`src/rtl/render_scheduler.sv`:
```
// render_scheduler: sequences one render pass per frame through the 3D datapath.
// On new_frame_in it issues facet indices 0..NUM_FACETS-1 to the vertex fetch /
// transform front end over a ready/valid handshake. A credit counter bounds the
// number of in-flight triangles, and completions from the projection stage are
// counted so obj_done_out pulses once the whole object has drained.
//
// Optional feature: define RENDER_SCHED_STATS_EN to add frame_cycles_out, the
// cycle count from frame acceptance to obj_done_out for the last completed pass.
//
// Ports:
//   clk_in           pixel clock
//   rst_in           asynchronous active-high reset
//   new_frame_in     one-cycle start-of-frame pulse
//   issue_valid_out  tri_idx_out is valid
//   issue_ready_in   front end accepts the index this cycle
//   tri_idx_out      facet index being issued
//   done_in          one pulse per triangle leaving projection
//   obj_done_out     one-cycle pulse when all facets have completed
//   busy_out         render pass in progress
//   inflight_out     current credit usage
//   overrun_out      saturating count of frames dropped while busy
//   err_out          sticky: done_in seen with no triangle in flight
//   frame_cycles_out (RENDER_SCHED_STATS_EN only) last pass length in cycles
module render_scheduler #(
  parameter int unsigned NUM_FACETS   = 12,
  parameter int unsigned MAX_INFLIGHT = 4,
  parameter int unsigned IDX_W        = (NUM_FACETS > 1) ? $clog2(NUM_FACETS) : 1,
  localparam int unsigned CW          = $clog2(MAX_INFLIGHT + 1)
) (
  input  logic             clk_in,
  input  logic             rst_in,
  input  logic             new_frame_in,
  output logic             issue_valid_out,
  input  logic             issue_ready_in,
  output logic [IDX_W-1:0] tri_idx_out,
  input  logic             done_in,
  output logic             obj_done_out,
  output logic             busy_out,
  output logic [CW-1:0]    inflight_out,
  output logic [7:0]       overrun_out,
`ifdef RENDER_SCHED_STATS_EN
  output logic [19:0]      frame_cycles_out,
`endif
  output logic             err_out
);

  localparam int unsigned NW = $clog2(NUM_FACETS + 1);

  typedef enum logic [1:0] {StIdle, StIssue, StDrain, StDone} state_e;

  state_e           state_q, state_d;
  logic [IDX_W-1:0] tri_idx_q, tri_idx_d;
  logic             valid_q, valid_d;
  logic             obj_done_q, obj_done_d;
  logic             busy_q, busy_d;
  logic [CW-1:0]    inflight_q, inflight_d;
  logic [NW-1:0]    done_cnt_q, done_cnt_d;
  logic [7:0]       overrun_q, overrun_d;
  logic             err_q, err_d;
  logic             xfer, active, done_ok, start;

  always_comb begin
    state_d    = state_q;
    tri_idx_d  = tri_idx_q;
    inflight_d = inflight_q;
    done_cnt_d = done_cnt_q;
    overrun_d  = overrun_q;
    err_d      = err_q;
    start      = 1'b0;

    xfer    = valid_q && issue_ready_in;
    active  = (state_q == StIssue) || (state_q == StDrain);
    // Completions are only accepted against an outstanding credit.
    done_ok = done_in && active && (inflight_q != '0);

    if (done_in && (inflight_q == '0)) err_d = 1'b1;

    if (xfer && !done_ok)      inflight_d = inflight_q + 1'b1;
    else if (!xfer && done_ok) inflight_d = inflight_q - 1'b1;

    if (done_ok) done_cnt_d = done_cnt_q + 1'b1;

    if (new_frame_in && active && (overrun_q != 8'hFF)) overrun_d = overrun_q + 8'd1;

    unique case (state_q)
      StIdle:  if (new_frame_in) start = 1'b1;
      StIssue: begin
        if (xfer) begin
          if (tri_idx_q == IDX_W'(NUM_FACETS - 1)) state_d = StDrain;
          else                                     tri_idx_d = tri_idx_q + 1'b1;
        end
      end
      StDrain: if (done_cnt_d == NW'(NUM_FACETS)) state_d = StDone;
      StDone: begin
        if (new_frame_in) start = 1'b1;
        else              state_d = StIdle;
      end
      default: state_d = StIdle;
    endcase

    if (start) begin
      state_d    = StIssue;
      tri_idx_d  = '0;
      done_cnt_d = '0;
    end

    // Credit check uses next-cycle usage so a freed credit re-enables valid at once,
    // and valid is never dropped without a transfer unless credits run out.
    valid_d    = (state_d == StIssue) && (inflight_d < CW'(MAX_INFLIGHT));
    obj_done_d = (state_d == StDone);
    busy_d     = (state_d == StIssue) || (state_d == StDrain);
  end

  always_ff @(posedge clk_in or posedge rst_in) begin
    if (rst_in) begin
      state_q    <= StIdle;
      tri_idx_q  <= '0;
      valid_q    <= 1'b0;
      obj_done_q <= 1'b0;
      busy_q     <= 1'b0;
      inflight_q <= '0;
      done_cnt_q <= '0;
      overrun_q  <= '0;
      err_q      <= 1'b0;
    end else begin
      state_q    <= state_d;
      tri_idx_q  <= tri_idx_d;
      valid_q    <= valid_d;
      obj_done_q <= obj_done_d;
      busy_q     <= busy_d;
      inflight_q <= inflight_d;
      done_cnt_q <= done_cnt_d;
      overrun_q  <= overrun_d;
      err_q      <= err_d;
    end
  end

  assign issue_valid_out = valid_q;
  assign tri_idx_out     = tri_idx_q;
  assign obj_done_out    = obj_done_q;
  assign busy_out        = busy_q;
  assign inflight_out    = inflight_q;
  assign overrun_out     = overrun_q;
  assign err_out         = err_q;

`ifdef RENDER_SCHED_STATS_EN
  logic [19:0] cyc_q, cyc_d;
  logic [19:0] frame_cycles_q, frame_cycles_d;

  always_comb begin
    cyc_d          = cyc_q;
    frame_cycles_d = frame_cycles_q;
    // cyc_q equals cycles since acceptance on the edge that enters StDone.
    if (start)                        cyc_d = 20'd1;
    else if (active && cyc_q != '1)   cyc_d = cyc_q + 20'd1;
    if ((state_d == StDone) && !start) frame_cycles_d = cyc_q;
  end

  always_ff @(posedge clk_in or posedge rst_in) begin
    if (rst_in) begin
      cyc_q          <= '0;
      frame_cycles_q <= '0;
    end else begin
      cyc_q          <= cyc_d;
      frame_cycles_q <= frame_cycles_d;
    end
  end

  assign frame_cycles_out = frame_cycles_q;
`endif

endmodule

```
`config.mk`:
```
export PLATFORM = sky130hd
export DESIGN_NAME = render_scheduler
export DESIGN_NICKNAME = d
export VERILOG_FILES = /design/src/rtl/render_scheduler.sv
export SDC_FILE = /design/constraint.sdc
export NUM_CORES = 1
export LEC_CHECK = 0
export ABC_CLOCK_PERIOD_IN_PS = 2800
export BUFFER_PORTS_ARGS = -buffer_cell sky130_fd_sc_hd__buf_4
export CAP_MARGIN = 20
export CORE_MARGIN = 2
export CORE_UTILIZATION = 40
export CTS_BUF_LIST = sky130_fd_sc_hd__clkbuf_16
export DETAILED_ROUTE_END_ITERATION = 7
export GPL_TIMING_DRIVEN = 0
export PLACE_DENSITY = 0.6
export SLEW_MARGIN = 5
export SYNTH_ARGS = -nofsm -noshare
export SYNTH_HDL_FRONTEND = slang
export SYNTH_SLANG_ARGS = --single-unit
export TNS_END_PERCENT = 5
```
`constraint.sdc`:
```
create_clock -name clk_in -period 2.8 [get_ports clk_in]
set_clock_uncertainty 0.15 [all_clocks]
set_input_delay 0 -clock clk_in [delete_from_list [all_inputs] [get_ports clk_in]]
set_output_delay 0 -clock clk_in [all_outputs]
set_load 0.02 [all_outputs]
```
==> Word level (Yosys, flattened, before mapping) <==
Index checks and enable logic that the tools add are counted.
{ "classes": {"addsub": 5, "magnitude_cmp": 1, "n_eq_ne": 10, "n_mux": 16, "n_reduce_logical": 20} }
{ "op_table": {"columns": ["operator", "n"], "rows": [
  ["$mux W4", 6],
  ["$mux W2", 5],
  ["$logic_and A1 B1 Y1", 9],
  ["$add A4 B1 Y4 const B", 2],
  ["$add A8 B1 Y8 const B", 1],
  ["$eq A2 B2 Y1 const B", 4],
  ["$eq A4 B4 Y1 const B", 2],
  ["$ne A8 B8 Y1 const B", 1],
  ["$mux W3", 2],
  ["$pmux W2 S3", 1],
  ["$eq A2 B1 Y1 const B", 2],
  ["$reduce_bool A2 Y1", 2],
  ["$add A3 B1 Y3 const B", 1],
  ["$logic_not A3 Y1", 1],
  ["$lt A3 B3 Y1 const B", 1],
  ["$reduce_and A3 Y1", 1],
  ["$reduce_bool A3 Y1", 1],
  ["$sub A3 B1 Y3 const B", 1],
  ["$logic_not A1 Y1", 2],
  ["$logic_not A2 Y1", 1],
  ["$logic_or A1 B1 Y1", 2],
  ["$mux W1", 2],
  ["$ne A2 B2 Y1 const B", 1],
  ["$reduce_or A2 Y1", 1]
]} }
{ "word_totals": {"reg_bits": 25, "in_bits": 5, "word_cells": 61} }

==> Longest topological paths before layout <==
{ "depth": {"word_depth": 11, "depth_mapped": 10, "ltp_nobuf": 10} }

==> Worst setup path after synthesis <==
OpenSTA, ideal clock, no wires.
{ "synth_timing": {"path_type": "reg-to-reg", "startpoint": "register inflight_q[0] (netlist: inflight_out[0])", "endpoint": "register valid_q (netlist: issue_valid_out)", "arrival_ns": 1.920, "required_ns": 2.529, "slack_ns": 0.608, "stages_incl_launch_ff": 10, "n_path_buf": 0, "cell_sequence": "dfrtp_1 inv_1 ha_1 nor2b_1 nor2_1 inv_1 ha_1 o21ai_0 xor2_1 nor2_1"} }
{ "synth_via": {"word_cells_on_any_way": 17, "classes_between": "add/sub: 2; order compare: 1; eq/ne: 2; mux: 6; reduce/logical: 6"} }
{ "synth_rtl": {"columns": ["item", "line_no", "rtl"], "rows": [
  ["start: declaration", "56", "logic [CW-1:0] inflight_q, inflight_d;"],
  ["start signal: assignment", "131", "inflight_q <= inflight_d;"],
  ["branches (longest 4 deep; another with $sub A3 B1 Y3)", null, null],
  ["$mux W3 (*)", "78", "if (xfer && !done_ok) inflight_d = inflight_q + 1'b1;"],
  ["net inflight_d[2]", "56", null],
  ["$lt A3 B3 Y1 (*)", "109", "valid_d = (state_d == StIssue) && (inflight_d < CW'(MAX_INFLIGHT));"],
  ["$logic_and A1 B1 Y1 (*)", "109", null],
  ["net valid_d", "53", "logic valid_q, valid_d;"],
  ["end signal: assignment", "128", "valid_q <= valid_d;"],
  ["end: declaration", "53", null]
]} }
Mark *: on every way through the listed nets, which the timed path passes.
A chain may end at the register's enable or synchronous reset.

==> Final worst setup path <==
{ "layout_timing": {"startpoint": "register state_q[0]", "endpoint": "register valid_q (netlist: issue_valid_out)"} }
{ "layout_via": {"word_cells_on_any_way": 25, "classes_between": "order compare: 1; eq/ne: 5; mux: 10; reduce/logical: 9"} }
{ "layout_rtl": {"columns": ["item", "line_no", "rtl"], "rows": [
  ["start: declaration", "51", "state_e state_q, state_d;"],
  ["start signal: assignment", "116", "state_q <= StIdle;"],
  ["start signal: assignment", "126", "state_q <= state_d;"],
  ["$eq A2 B1 Y1 or $eq A2 B2 Y1 (tied branches)", "72", "active = (state_q == StIssue) || (state_q == StDrain);"],
  ["$logic_or A1 B1 Y1 (*)", "72", null],
  ["$logic_and A1 B1 Y1 (*) (2 in a row)", "74", "done_ok = done_in && active && (inflight_q != '0);"],
  ["$logic_and A1 B1 Y1 or $logic_not A1 Y1 (tied branches)", "79, 78", null],
  ["$mux W3 or $logic_and A1 B1 Y1 (tied branches)", "79, 78", null],
  ["$mux W3 (*)", "78", null],
  ["net inflight_d[2]", "56", null],
  ["$lt A3 B3 Y1 (*)", "109", null],
  ["$logic_and A1 B1 Y1 (*)", "109", null],
  ["net valid_d", "53", null]
]} }
Mark *: on every way through the listed nets, which the timed path passes. The rest lies on a longest branch.

==> results.md <==
- DP Area: between 1500 and 2000 µm²
- WL/cell: roughly 12 µm
- Tmin final: 2460 ps
- PostCTS Resize Cnt: 0
- Async SR Flop Fraction: 100%
- Antenna Nets Post-Route: 0
- Fraction of layout cells with a size suffix above 1: about 19%
- Footprint of the multi-input gates: between 600 and 700 µm²
- Mean Syn Cell Area: 10.4 µm²
- GRT Max-Usage Layer: met2
- CTS clock-pin slew for the worst setup and hold paths: 70 ps
- Port bufs: 23
- Switching portion of total power: approximately two fifths
- Initial antenna violation count: 0
- CTS tree: built
- Relative slew margins: a little over two thirds
- I/O pin count: 24
- Largest net degree at the start of global routing: 26
- Launching point of the worst reg2reg path: state_q[0]
- Hold WC Path Type: primary input to asynchronous set/reset pin
- Core area: 3310 µm²
- Synth top area cells: dfrtp_1 46%, ha_1 13%, xor2_1 6.4%
- Net Sw Power: between 0.6 and 0.7 mW
- Slowest CP cell: dfrtp_1
- Fin. max-slew vios: 0
- Outcome: finished clean
- Post-synth EDFFs: 0
- Met3 Usage GRT: between 2 and 2.5%
- Std-Cell Rows: 21
- Hpwl dp: between 1.5 and 2 mm
- Max cap viols: 0
- GRT Total Usage: 14.6%
- Vias in the first global route: 1057
- Power Density: 950 nW/µm²
- Post-CTS setup buffers: 0
- Syn Inst Count: about 130
- Drt first pass iters: 4
- Met2 Track Usage GR: ~27%
- Combinational Power Share: approximately 44%
- Register area share after synthesis: 45.7%
- RSZ-0062 raised after global routing: no
- Layout fillers: between 300 and 400
- Leakage: around 0.88 nW
- CTS Buf Count: 3
- Clk buf depth: 2
- Startpoint Class: register
- Worst ir drop on vdd: 600 µV
- Clock power share: 19.2%
- Critical path's largest stage delay: between 300 and 400 ps
- Vias: slightly below 1000
- Design area: 1730 µm²
- FMAX: 407 MHz
- Die Ht: ~62 µm
- # setup viols final: 0
- WS Path Type: register to register
- Period Utilization, post-route: approximately 88%
- Worst path cell trace: inv_1 -> ha_1 -> nand2_1 -> nor2_1 -> inv_1 -> ha_1 -> o21ai_0 -> xor2_1 -> nor2_1
- Min Hold Slack: about 63 ps
- Synth area leader: dfrtp_1
- Starting Density: around 41%
- Leading cell type in the layout, fill and taps excluded: dfrtp_1
- Top-area cell type share of the netlist area: a little under half
- CTS sink count: 25
- Synth warn: 0
- CTS H-tree lvls: 1
- Flops & latches, synth: 25
- CTS root buffer: clkbuf_16
- Number of remaining DRC errors: 0
- Total Wirelength: roughly 2.5 mm
- Count of cell types in the netlist: 32
- Syn Nets: 150
- Cells after DPL: 200
- Ys flop type: dfrtp_1
- Global-route wire length before repair: between 4 and 5 mm
- Flop pwr share: 36.6%
- Area Growth Syn to Fin: 26.8%
- Commonest cells after routing, fill and taps aside: 25 x dfrtp_1, 23 x buf_4, 15 x nor2_1
- Met1 Use GR: 17.5%
- Worst-Margin Slew: roughly 460 ps
- Width of the chip: ~62 µm
- CP Capture Type: register
- ANT cells: 0
- Nets@finish: 182
- Initial drt markers: 43
- Crit. Startpoint: state_q[0]
- Cell Count, Final, Fillers Out: between 200 and 250
- Setup TNS: 0 ps
- Reg area: ~630 µm²
- Critical Path RT: approximately 2800 ps
- Crit path DAT: 2440 ps
- Total congestion overflow: 0
- Mapped cell area: roughly 1400 µm²
- RD Place Congestion: about 0.75
- Worst-path maximum fanout: 5
- Vias per Instance: around 4.7
- Later-pin clock latency in the skew report: about 260 ps
- Hold buffers post-CTS: 3
- Hold Fails Final Rpt: 0
- Internal power: slightly below 1 mW
- Die ar.: between 3000 and 4000 µm²
synth_stat cells, types with 3 or more instances:
cell type  instances
nor2b_1            3
xor2_1            10
dfrtp_1           25
nor2_1            15
inv_1             11
nand3_1            4
ha_1              14
nand4_1            3
o21ai_0            4
xnor2_1            6
nand2_1           10
nor3_1             3
worst max-delay path, delay by kind of cell (launching register included):
family	cells	cell delay, ps
fa+ha+maj	2	650
compound gates	1	230
buf+inv	2	240
flops	1	390
simple gates	3	440
xor+xnor	1	240
metal layers:
layer,vias to the layer above,part of all wire (%)
met1,469,45
met5,-,0
met2,17,51
met4,0,0.28
met3,2,3.4
li1,497,-
registers in the layout, indices dropped and copies added, names as in the netlist:
register / cells
state_q: 2
issue_valid_out: 1
done_cnt_q: 4
busy_out: 1
err_out: 1
inflight_out: 3
obj_done_out: 1
overrun_out: 8
tri_idx_out: 4
power groups by stage:
stage / logic [mW] / registers (mW) / clock network, mW
after global routing: 0.818 / 0.624 / 0.340
after detailed placement: 0.732 / 0.610 / 0
after floorplan: 0.386 / 0.695 / 0
after CTS: 0.738 / 0.605 / 0.320
final: 0.727 / 0.603 / 0.317
after global placement: 0.712 / 0.601 / 0
cells by family (layout without fill, tap and decap cells):
logic type | after synthesis | after routing | share of synthesized area (%)
compound gates | 13 | 13 | 7.59
mux | 3 | 3 | 2.56
simple gates | 48 | 48 | 17.8
xor+xnor | 16 | 16 | 10.2
buf+inv | 12 | 43 | 3.29
flops | 25 | 25 | 45.7
fa+ha+maj | 14 | 14 | 12.8
cell type report:
class | count | area share [%]
Buffer | 1 | 0.216
Clock buffer | 3 | 4.33
Clock inverter | 1 | 0.216
Inverter | 11 | 2.38
Multi-Input combinational cell | 94 | 40.2
Sequential cell | 25 | 36.1
Tap cell | 46 | 3.32
Timing Repair Buffer | 27 | 13.3
worst paths after layout:
path | to | slack (ps) | cells after the start
worst min-delay path | inflight_out[0] | 60 | 3
min in group clk_in | tri_idx_out[2] | 150 | 5
worst max-delay path | issue_valid_out | 340 | 9
worst min register to register | err_out | 320 | 1
max in group asynchronous | tri_idx_out[2] | 2060 | 4
worst max register to register | issue_valid_out | 340 | 9
stage by stage:
| stage | power (mW) | setup slack, ps | util [%] |
|---|---|---|---|
| after floorplan | 1.08 | 608 | - |
| after global placement | 1.31 | 387 | 48.3 |
| after detailed placement | 1.34 | 330 | 48.3 |
| after CTS | 1.66 | 307 | 51.5 |
| after global routing | 1.78 | 127 | 52.4 |
| final | 1.65 | 342 | 52.4 |
(Power assumes the default switching activity.)
